--- src/rtl/block_config_loader.sv ---
// Serial-to-parallel config frame loader: shifts MEM_SIZE bits LSB-first, then strobes comb_set.
// Define BLOCK_CONFIG_LOADER_PARITY_EN to require a trailing even-parity bit before commit.
module block_config_loader #(
  parameter int ADDR_BITS = 4,
  parameter int MEM_SIZE  = 2**ADDR_BITS
) (
  input  logic                clk,
  input  logic                rst,
  input  logic                cfg_start,
  input  logic                cfg_bit,
  input  logic                cfg_valid,
  output logic                cfg_ready,
  output logic [MEM_SIZE-1:0] config_in,
  output logic                comb_set,
  output logic                busy,
  output logic                done,
  output logic                cfg_err
);

  // state  | meaning
  // IDLE   | waiting for cfg_start; done/cfg_err report the last frame
  // SHIFT  | accepting MEM_SIZE data bits, first bit ends up in config_in[0]
  // PARITY | accepting the trailing parity bit (parity build only)
  // COMMIT | config_in already loaded; comb_set strobes for this one cycle

  localparam int CNT_W = $clog2(MEM_SIZE) + 1;

  localparam logic [1:0] IDLE   = 2'd0;
  localparam logic [1:0] SHIFT  = 2'd1;
`ifdef BLOCK_CONFIG_LOADER_PARITY_EN
  localparam logic [1:0] PARITY = 2'd2;
`endif
  localparam logic [1:0] COMMIT = 2'd3;

  logic [1:0]          state;
  logic [CNT_W-1:0]    bit_cnt;
  logic [MEM_SIZE-1:0] shift_reg;
  logic [MEM_SIZE-1:0] shift_nxt;
  logic                last_bit;

  assign shift_nxt = {cfg_bit, shift_reg[MEM_SIZE-1:1]};
  assign last_bit  = (bit_cnt == CNT_W'(MEM_SIZE - 1));

`ifdef BLOCK_CONFIG_LOADER_PARITY_EN
  logic err_q;
  assign cfg_err = err_q;
`else
  assign cfg_err = 1'b0;
`endif

  always_ff @(posedge clk) begin
    if (rst) begin
      state     <= IDLE;
      bit_cnt   <= '0;
      shift_reg <= '0;
      config_in <= '0;
      done      <= 1'b0;
`ifdef BLOCK_CONFIG_LOADER_PARITY_EN
      err_q     <= 1'b0;
`endif
    end else begin
      case (state)
        IDLE: begin
          if (cfg_start) begin
            state     <= SHIFT;
            bit_cnt   <= '0;
            shift_reg <= '0;
            done      <= 1'b0;
`ifdef BLOCK_CONFIG_LOADER_PARITY_EN
            err_q     <= 1'b0;
`endif
          end
        end
        SHIFT: begin
          // a restart wins over a concurrent data bit, which is dropped
          if (cfg_start) begin
            bit_cnt   <= '0;
            shift_reg <= '0;
          end else if (cfg_valid) begin
            shift_reg <= shift_nxt;
            bit_cnt   <= bit_cnt + CNT_W'(1);
            if (last_bit) begin
`ifdef BLOCK_CONFIG_LOADER_PARITY_EN
              state     <= PARITY;
`else
              state     <= COMMIT;
              config_in <= shift_nxt;
`endif
            end
          end
        end
`ifdef BLOCK_CONFIG_LOADER_PARITY_EN
        PARITY: begin
          if (cfg_start) begin
            state     <= SHIFT;
            bit_cnt   <= '0;
            shift_reg <= '0;
          end else if (cfg_valid) begin
            if ((^shift_reg ^ cfg_bit) == 1'b0) begin
              state     <= COMMIT;
              config_in <= shift_reg;
            end else begin
              state <= IDLE;
              err_q <= 1'b1;
            end
          end
        end
`endif
        COMMIT: begin
          state <= IDLE;
          done  <= 1'b1;
        end
        default: state <= IDLE;
      endcase
    end
  end

  always_comb begin
    cfg_ready = (state == SHIFT);
`ifdef BLOCK_CONFIG_LOADER_PARITY_EN
    if (state == PARITY) cfg_ready = 1'b1;
`endif
    comb_set = (state == COMMIT);
    busy     = (state != IDLE);
  end

endmodule
--- config.mk ---
export PLATFORM = sky130hd
export DESIGN_NAME = block_config_loader
export DESIGN_NICKNAME = d
export VERILOG_FILES = /design/src/rtl/block_config_loader.sv
export SDC_FILE = /design/constraint.sdc
export NUM_CORES = 1
export LEC_CHECK = 0
export ABC_AREA = 1
export CAP_MARGIN = 5
export CORE_ASPECT_RATIO = 0.6
export CORE_MARGIN = 4
export CORE_UTILIZATION = 55
export DETAILED_ROUTE_END_ITERATION = 10
export GPL_ROUTABILITY_DRIVEN = 0
export MAX_ROUTING_LAYER = met4
export PLACE_DENSITY_LB_ADDON = 0.05
export SLEW_MARGIN = 20
export SYNTH_ARGS = -nofsm -noshare
export SYNTH_HDL_FRONTEND = slang
export SYNTH_SLANG_ARGS = --single-unit
--- constraint.sdc ---
create_clock -name clk -period 2.4 [get_ports clk]
set_input_delay 0.24 -clock clk [delete_from_list [all_inputs] [get_ports clk]]
set_output_delay 0.24 -clock clk [all_outputs]
set_load 0.02 [all_outputs]
==> flow_summary.json <==
{
  "outcome": "finished, final reports clean",
  "areaGrowthSynthToFinish_pct": 20.69,
  "largest_reg_flops": 16,
  "fin_crit_sh_pct": 75.12,
  "drt-total-wl_um": 3229,
  "via_per_inst": 5.138,
  "cts_setup_buffers": 0,
  "nNetsFinal": 235,
  "clock_skew_ns": 0.004952,
  "ff_latch_area_sq_um": 780.7,
  "drtIter0Drc": 69,
  "holdCritPathClass": "flop to flop",
  "end_kind": "primary output",
  "wl_per_cell_um": 12.37,
  "pre_cts_ws_ns": 0.6153,
  "path_class": "flop to primary output",
  "nFillCells": 204,
  "cp-start-kind": "flop",
  "num_vias": 1341,
  "htreeDepth": 2,
  "multi_input_area_sq_um": 659.4,
  "cellLeakagePower_nw": 0.8448,
  "required_ns": 2.16,
  "dieArea_sq_mm": 0.003794,
  "drt-pass1-iter-count": 4,
  "grt_pass1_vias": 1249,
  "hpwl_um": 2263,
  "post_cts_resized": 0,
  "finish.utilization_pct": 72.44,
  "ir_drop_mv": 0.5220,
  "rsz0062_at_grt": "no",
  "yosysSeqAreaShare_pct": 49.84,
  "num_rows": 14,
  "fp.coreArea_sq_mm": 0.002610,
  "die_h_um": 49.34,
  "syn_nets": 213,
  "drtAntennaViolNets": 0,
  "grt_first_pass_wirelength_um": 5533,
  "met3_usage_pct": 6.273,
  "drc": 0,
  "fin_crit_ns": 1.803,
  "syn_avg_cell_area_sq_um": 7.604,
  "stdcell_count": 261,
  "globalRouteTotalUtil_pct": 18.79,
  "port_buffers": 24,
  "synth_area_sq_mm": 0.001567,
  "finalSetupViolCount": 0,
  "clk_pin_slew_ns": 0.08,
  "use_met1_pct": 22.44,
  "power_density_mw_per_mm2": 697.0,
  "hold_viol": 0,
  "drive_above_1_share_pct": 7.424,
  "dp.cells": 253,
  "diodes": 0,
  "slew_viol_final": 0,
  "cp_max_fo": 5,
  "cts_buffers": 5,
  "start_util_pct": 60.02,
  "clock-sinks": 39,
  "synthCells": 206,
  "die_width_um": 76.90,
  "synth_cell_types": 25,
  "grtUsageMet2_pct": 29.77,
  "root_buffer": "clkbuf_8",
  "antenna_found_initial": 0,
  "yosys_warnings": 0,
  "max_slew.worst_pin.slew_ns": 0.5705,
  "io_pins": 26,
  "grt_max_degree": 25,
  "fin_ws_ns": 0.5970,
  "gr-max-usage-layer": "met2",
  "cts_hold_buf": 0,
  "fmax_mhz": 554.6,
  "fin_setup_tns_ns": 0,
  "drv_cap": 0,
  "grt.overflow.total": 0,
  "slew_headroom_pct": 61.93,
  "cp.arrival_ns": 1.56,
  "cts_buffer_depth": 2,
  "clk-insertion-delay-late_ns": 0.29,
  "tritoncts": "yes",
  "ys_ff_latch": 39
}
metrics by stage:
step	instance area, sq um	total power [W]	hold slack [ns]
floorplan	1567	0.0007515	0.3124
global placement	1773	0.0007681	0.4683
detailed placement	1773	0.0007728	0.4957
CTS	1891	0.001319	0.5058
global route	1891	0.001368	0.5210
finish	1891	0.001318	0.5049
critical path: stages (launching register included):
cell and delay [ns]:
dfxtp_1 0.45, inv_1 0.12, nor2_1 0.10, clkdlybuf4s50_1 0.61
per-layer routing:
metal,wire [um],vias to the layer above
met2,1508,46
met4,34,0
met3,199,7
met5,0,-
li1,-,685
met1,1486,603
Yosys cell counts:
master	count	share of area, %
nor2_1	75	18
dfxtp_1	39	50
nand2_1	29	6.9
o21ai_0	26	8.3
inv_1	8	1.9
buf_6	4	2.9
inv_4	3	1.2
buf_4	2	0.96
clkbuf_2	2	0.64
ha_1	2	1.6
o21ai_1	2	0.64
a211oi_1	1	0.48
a21boi_0	1	0.48
a21oi_1	1	0.32
a21oi_4	1	1.0
a31oi_1	1	0.40
clkbuf_1	1	0.24
conb_1	1	0.24
inv_2	1	0.24
nand2_2	1	0.40
nand2_4	1	0.72
nand3_1	1	0.32
nand3_4	1	1.1
nand4_1	1	0.40
nor2_4	1	0.72
power breakdown:
group	total (W)	internal [W]	switching [W]
Sequential	0.000675	0.000662	0.0000129
Clock	0.000559	0.000336	0.000223
Combinational	0.0000838	0.0000295	0.0000543
Total	0.00132	0.00103	0.000290
cell families (layout without fill, tap and decap cells):
group | count (synthesis) | after routing | synth area share (%)
AOI/OAI and AO/OA | 33 | 33 | 11.66
buffers and inverters | 21 | 44 | 8.066
other | 1 | 1 | 0.2394
DFF | 39 | 39 | 49.84
adders and majority gates | 2 | 2 | 1.597
and+or+nand+nor | 110 | 110 | 28.59
path summary, 6_finish.rpt:
kind	from	cells past startpoint	slack, ns	end
setup / recovery	state[0]$_SDFFE_PP0P_	3	0.60	cfg_ready
hold / removal	shift_reg[1]$_SDFFE_PP0P_	2	0.50	config_in[0]$_SDFFE_PP0P_
setup reg to reg	bit_cnt[0]$_SDFFE_PP0P_	9	0.68	config_in[9]$_SDFFE_PP0P_
hold reg to reg	shift_reg[1]$_SDFFE_PP0P_	2	0.50	config_in[0]$_SDFFE_PP0P_
layout by cell type (no fill, tap or decap):
master	count
nor2_1	75
dfxtp_1	39
nand2_1	29
o21ai_0	26
clkdlybuf4s50_1	24
inv_1	8
clkbuf_8	6
inv_4	3
o21ai_1	2
ha_1	2
inv_2	1
nand2_2	1
nand2_4	1
a211oi_1	1
nand3_4	1
nor2_4	1
nand4_1	1
a21oi_4	1
a21oi_1	1
nand3_1	1
a21boi_0	1
a31oi_1	1
conb_1	1
clkinv_2	1
bufinv_16	1
layout make-up:
type	instances	share of cell area, %
clock buffers	6	4.368
well taps	32	2.118
flip-flops and latches	39	41.30
multi-input cells	146	34.88
repair buffers	24	12.71
inverters	12	2.780
clock inverters	2	1.853
No activity file was read; power rests on OpenSTA's default activity.
==> variant 1: new RTL, same flow settings <==
One comparison of `bit_cnt` changes from == to >=.
--- a/src/rtl/block_config_loader.sv
+++ b/src/rtl/block_config_loader.sv
@@ -40,5 +40,5 @@
 
   assign shift_nxt = {cfg_bit, shift_reg[MEM_SIZE-1:1]};
-  assign last_bit  = (bit_cnt == CNT_W'(MEM_SIZE - 1));
+  assign last_bit  = (bit_cnt >= CNT_W'(MEM_SIZE - 1));
 
 `ifdef BLOCK_CONFIG_LOADER_PARITY_EN
Formal check against the unedited RTL: same outputs for any inputs over 10 cycles, from zero or initial values and one cycle with rst high; that may be too few to reach the edited logic, so the function may still have changed.
==> variant 1 against the unedited design <==
  * Via count up 2.8%
  * Sequential cell count is the same
  * Non-clock buffer count is 1 higher
  * Final area rose by 3.1%
  * Global-route usage is 0.53 points higher
  * Sequential power grew 1%
  * First-iteration DRC count is 7.2% higher
  * Setup slack gained 0.055 ns
  * Power grew 0.52%
  * Routed wire length is 1.1% higher
  * Area after synthesis is 2.1% higher
==> variant 1: results <==
routing:
  vias: 1378
  first_pass_iters: 4
  drtIter0Drc: 74
  routedWlPerCell_um: 11.5
yosys:
  synth.area.top_cells: "dfxtp_1 49%, nand2_1 12%, nor2_1 11%"
  ys.flop_type: "dfxtp_1"
  ys.warnings.count: 0
  seq_area_frac_synth_pct: 48.8
  synthTopCellsByCount: "52 x nand2_1, 46 x nor2_1, 39 x dfxtp_1"
  synth_nets: 227
  yosys.cell_types.count: 24
  synth_edf_count: 0
  synth_async_sr_flop_share_pct: 0
run_status:
  status: "complete, no violations"
grt:
  antenna_found_initial: 0
  grt_pass1_vias: 1254
  grt_pass1_wl_um: 5750
  gr-total-overflow: 0
  grt.total_usage_pct: 19.3
  grt_start_max_net_pins: 29
pwr:
  p_leak_nw: 0.878
  p_int_mw: 1.02
  peakVddDrop_uv: 493
placement:
  io_buffers: 24
  dp_hpwl_um: 2280
  dp_slack_ns: 0.432
  place_area_mm2: 0.00184
finish:
  fin_nets: 249
  n_antenna_cell: 0
  largest_reg_flops: 16
  drive_gt1_share_pct: 7.00
  fillers: 194
cts:
  htreeDepth: 2
  post_cts_resized: 0
  cts_buffer_depth: 2
  clk_root_buffer_cell: "clkbuf_8"
  cts_buffers: 5
  cts_setup_buffers: 0
  clock_latency_ns: 0.29
  clk_pin_slew_ns: 0.07
worst_setup_path:
  crit_type: "reg -> out"
  cpPeakStageDelay_ns: 0.60
  crit_start: "state[1]"
  arrival_ns: 1.51
  cp_slowest_cell: "clkdlybuf4s50_1"
  worstReg2RegStart: "bit_cnt[0]"
  critPathMaxFanout: 4
timing:
  fin_skew_ns: 0.00843
min_path:
  hold_start: "config_in[2]"
  hp-class: "reg -> reg"
## variant 1: changes by cell type after synthesis, moves of 3 or more
cell	before	now
nand2_1	29	52
inv_1	8	24
o21ai_0	26	8
a21oi_1	1	18
inv_4	3	0
nor2_1	75	46
buf_2	0	6
nand3_1	1	5
buf_6	4	1
## variant 1: metal layers
metal | GRT usage [%] | vias to the layer above | wire [µm]
li1 | - | 721 | -
met1 | 25.2 | 606 | 1630
met2 | 28.6 | 46 | 1380
met3 | 5.64 | 5 | 221
met4 | 6.80 | 0 | 33
met5 | - | - | 0
## variant 1: area by class of cell
cell class | count | share of cell area (%)
Clock buffer | 5 | 3.53
Clock inverter | 3 | 2.25
Inverter | 27 | 5.20
Multi-Input combinational cell | 144 | 33.7
Sequential cell | 39 | 40.1
Tap cell | 40 | 2.57
Timing Repair Buffer | 25 | 12.7
## variant 1: logic make-up after synthesis
logic type      count (synthesis)  share of synthesized area (%)
fa+ha+maj                       2                           1.56
compound gates                 32                           11.0
flops                          39                           48.8
other cells                     1                          0.235
buf+inv                        37                           10.1
simple gates                  109                           28.2
## variant 1: stage by stage
stage / util [%] / hold WS, ns / instances
final: 73.7 / 0.464 / 283
after global routing: 73.7 / 0.477 / 283
after CTS: 73.7 / 0.464 / 283
after detailed placement: 69.4 / 0.454 / 275
after global placement: 69.4 / 0.442 / 275
after floorplan: - / 0.351 / 220
## variant 1: power by group through the flow
stage	logic [mW]	registers (mW)	clock network [mW]
after floorplan	0.0737	0.699	0
after global placement	0.0996	0.699	0
after detailed placement	0.104	0.700	0
after CTS	0.105	0.685	0.547
after global routing	0.117	0.688	0.582
final	0.105	0.685	0.534
## variant 1: critical path: cells and delay by family (launching register included)
family / cells / cell delay (ns)
DFF: 1 / 0.44
buffers and inverters: 2 / 0.72
and+or+nand+nor: 1 / 0.08
## variant 1: path summary, 6_finish.rpt
path,to,slack [ns],cells after the start
setup / recovery,busy,0.65,3
hold / removal,config_in[2],0.46,2
setup reg to reg,config_in[13],0.65,9
hold reg to reg,config_in[2],0.46,2
==> variant 2: new RTL, config.mk and constraints unchanged <==
Made on the original files. The parameter `ADDR_BITS` goes from 4 to 6.
--- a/src/rtl/block_config_loader.sv
+++ b/src/rtl/block_config_loader.sv
@@ -2,5 +2,5 @@
 // Define BLOCK_CONFIG_LOADER_PARITY_EN to require a trailing even-parity bit before commit.
 module block_config_loader #(
-  parameter int ADDR_BITS = 4,
+  parameter int ADDR_BITS = 6,
   parameter int MEM_SIZE  = 2**ADDR_BITS
 ) (
Interface: changed (resized config_in); port bits go from 26 to 74. No check against the original RTL was run, so the function may have changed too.
==> variant 2 against the unedited design <==
  * Final area rose to 3.7 times the old value
  * Critical path depth up 1
  * Sequential cell count up 98
  * Largest cell class unchanged
  * Critical path type unchanged
  * First-iteration DRC count rose to 5.4 times the old value
  * Area after synthesis rose to 3.5 times the old value
  * Setup slack worse by 0.44 ns
  * Power rose to 4.2 times the old value
  * Cell count rose to 3.7 times the old value
  * Routed wire length rose to 3.9 times the old value
  * Global-route usage up 4.6 points
==> variant 2: results <==
grt:
  grt_pass1_wl_um: 21600
  grt_start_max_net_pins: 73
  grt.total_usage_pct: 23.4
  grt_pass1_vias: 4793
worst_setup_path:
  arrival_ns: 2.00
  critPathMaxFanout: 24
  r2r_setup_slack_ns: 0.59
  reg2reg_depth: 7
  reg2reg_to: "config_in[32]"
  worstReg2RegStart: "state[1]"
cts:
  htreeDepth: 4
  clk_pin_slew_ns: 0.06
  cts_buffers: 17
  clock_latency_ns: 0.41
  clk_root_buffer_cell: "clkbuf_16"
yosys:
  synth_cells: 773
  synth_compound_area_share_pct: 6.88
  yosys.cell_types.count: 24
  seq_area_frac_synth_pct: 49.4
  synthTopCellsByCount: "266 x nor2_1, 137 x dfxtp_1, 82 x nand2_1"
  synth_nets: 779
  ys.flop_type: "dfxtp_1"
  synth.area.top_cells: "dfxtp_1 49%, nor2_1 18%, nand4_1 7.2%"
  synth_fa_ha_area_share_pct: 0.225
finish:
  largest_reg_flops: 64
  fin_nets: 826
  fillers: 805
timing:
  fin_skew_ns: 0.00661
pwr:
  p_leak_nw: 2.73
  peakVddDrop_uv: 533
placement:
  placed_cells: 936
  dp_slack_ns: 0.381
  dp_hpwl_um: 7410
  io_buffers: 72
min_path:
  hold_start: "config_in[59]"
  holdPathEnd: "config_in[59]"
routing:
  first_pass_iters: 5
  vias: 4991
  routed_via_density: 5.16
run_status:
  status: "complete, no violations"
==> variant 2: logic make-up (layout without fill, tap and decap cells) <==
family                   Yosys count  count (layout)
flip-flops                       137             137
AO/OA/AOI/OAI                     75              75
other                              1               1
adder cells (fa/ha/maj)            1               1
buffers and inverters            134             194
AND/OR/NAND/NOR                  425             425
==> variant 2: critical path: stages, from the launching register on <==
cell	delay, ns
dfxtp_1	0.33
inv_2	0.11
nand2_2	0.10
inv_2	0.36
clkdlybuf4s50_1	0.69
==> variant 2: worst max path at each step <==
stage | start | slack, ns | endpoint
after floorplan | bit_cnt[0] | 1.00 | config_in[10]
after global placement | cfg_start | 0.49 | bit_cnt[6]
after detailed placement | cfg_start | 0.38 | config_in[51]
after CTS | state[1] | 0.15 | cfg_ready
after global routing | state[1] | 0.06 | cfg_ready
final | state[1] | 0.16 | cfg_ready
==> variant 2: routing by layer <==
metal | wire length (µm) | GRT usage, % | vias up
li1 | - | - | 2531
met1 | 5920 | 28.2 | 2304
met2 | 5790 | 37.0 | 135
met3 | 650 | 6.68 | 21
met4 | 202 | 9.51 | 0
met5 | 0 | - | -
==> variant 2: final cells by class <==
type	count	share of cell area, %
Tap cell	135	2.43
Clock buffer	25	7.42
Sequential cell	137	39.5
Multi-Input combinational cell	502	31.8
Inverter	79	4.27
Timing Repair Buffer	83	12.6
Clock inverter	7	1.95
==> variant 2: power groups by stage <==
stage                     registers, mW  clock network (mW)  logic (mW)
after floorplan                    2.40                   0       0.269
after global placement             2.41                   0       0.328
after detailed placement           2.41                   0       0.338
after CTS                          2.36                2.87       0.345
after global routing               2.37                2.99       0.392
final                              2.36                2.83       0.346
==> variant 2: through the flow <==
stage          utilization, %  cell area, µm²
4_1_cts                  70.5            6940
5_1_grt                  70.5            6940
6_report                 70.5            6940
3_3_place_gp             63.9            6290
2_1_floorplan               -            5550
3_5_place_dp             63.9            6290
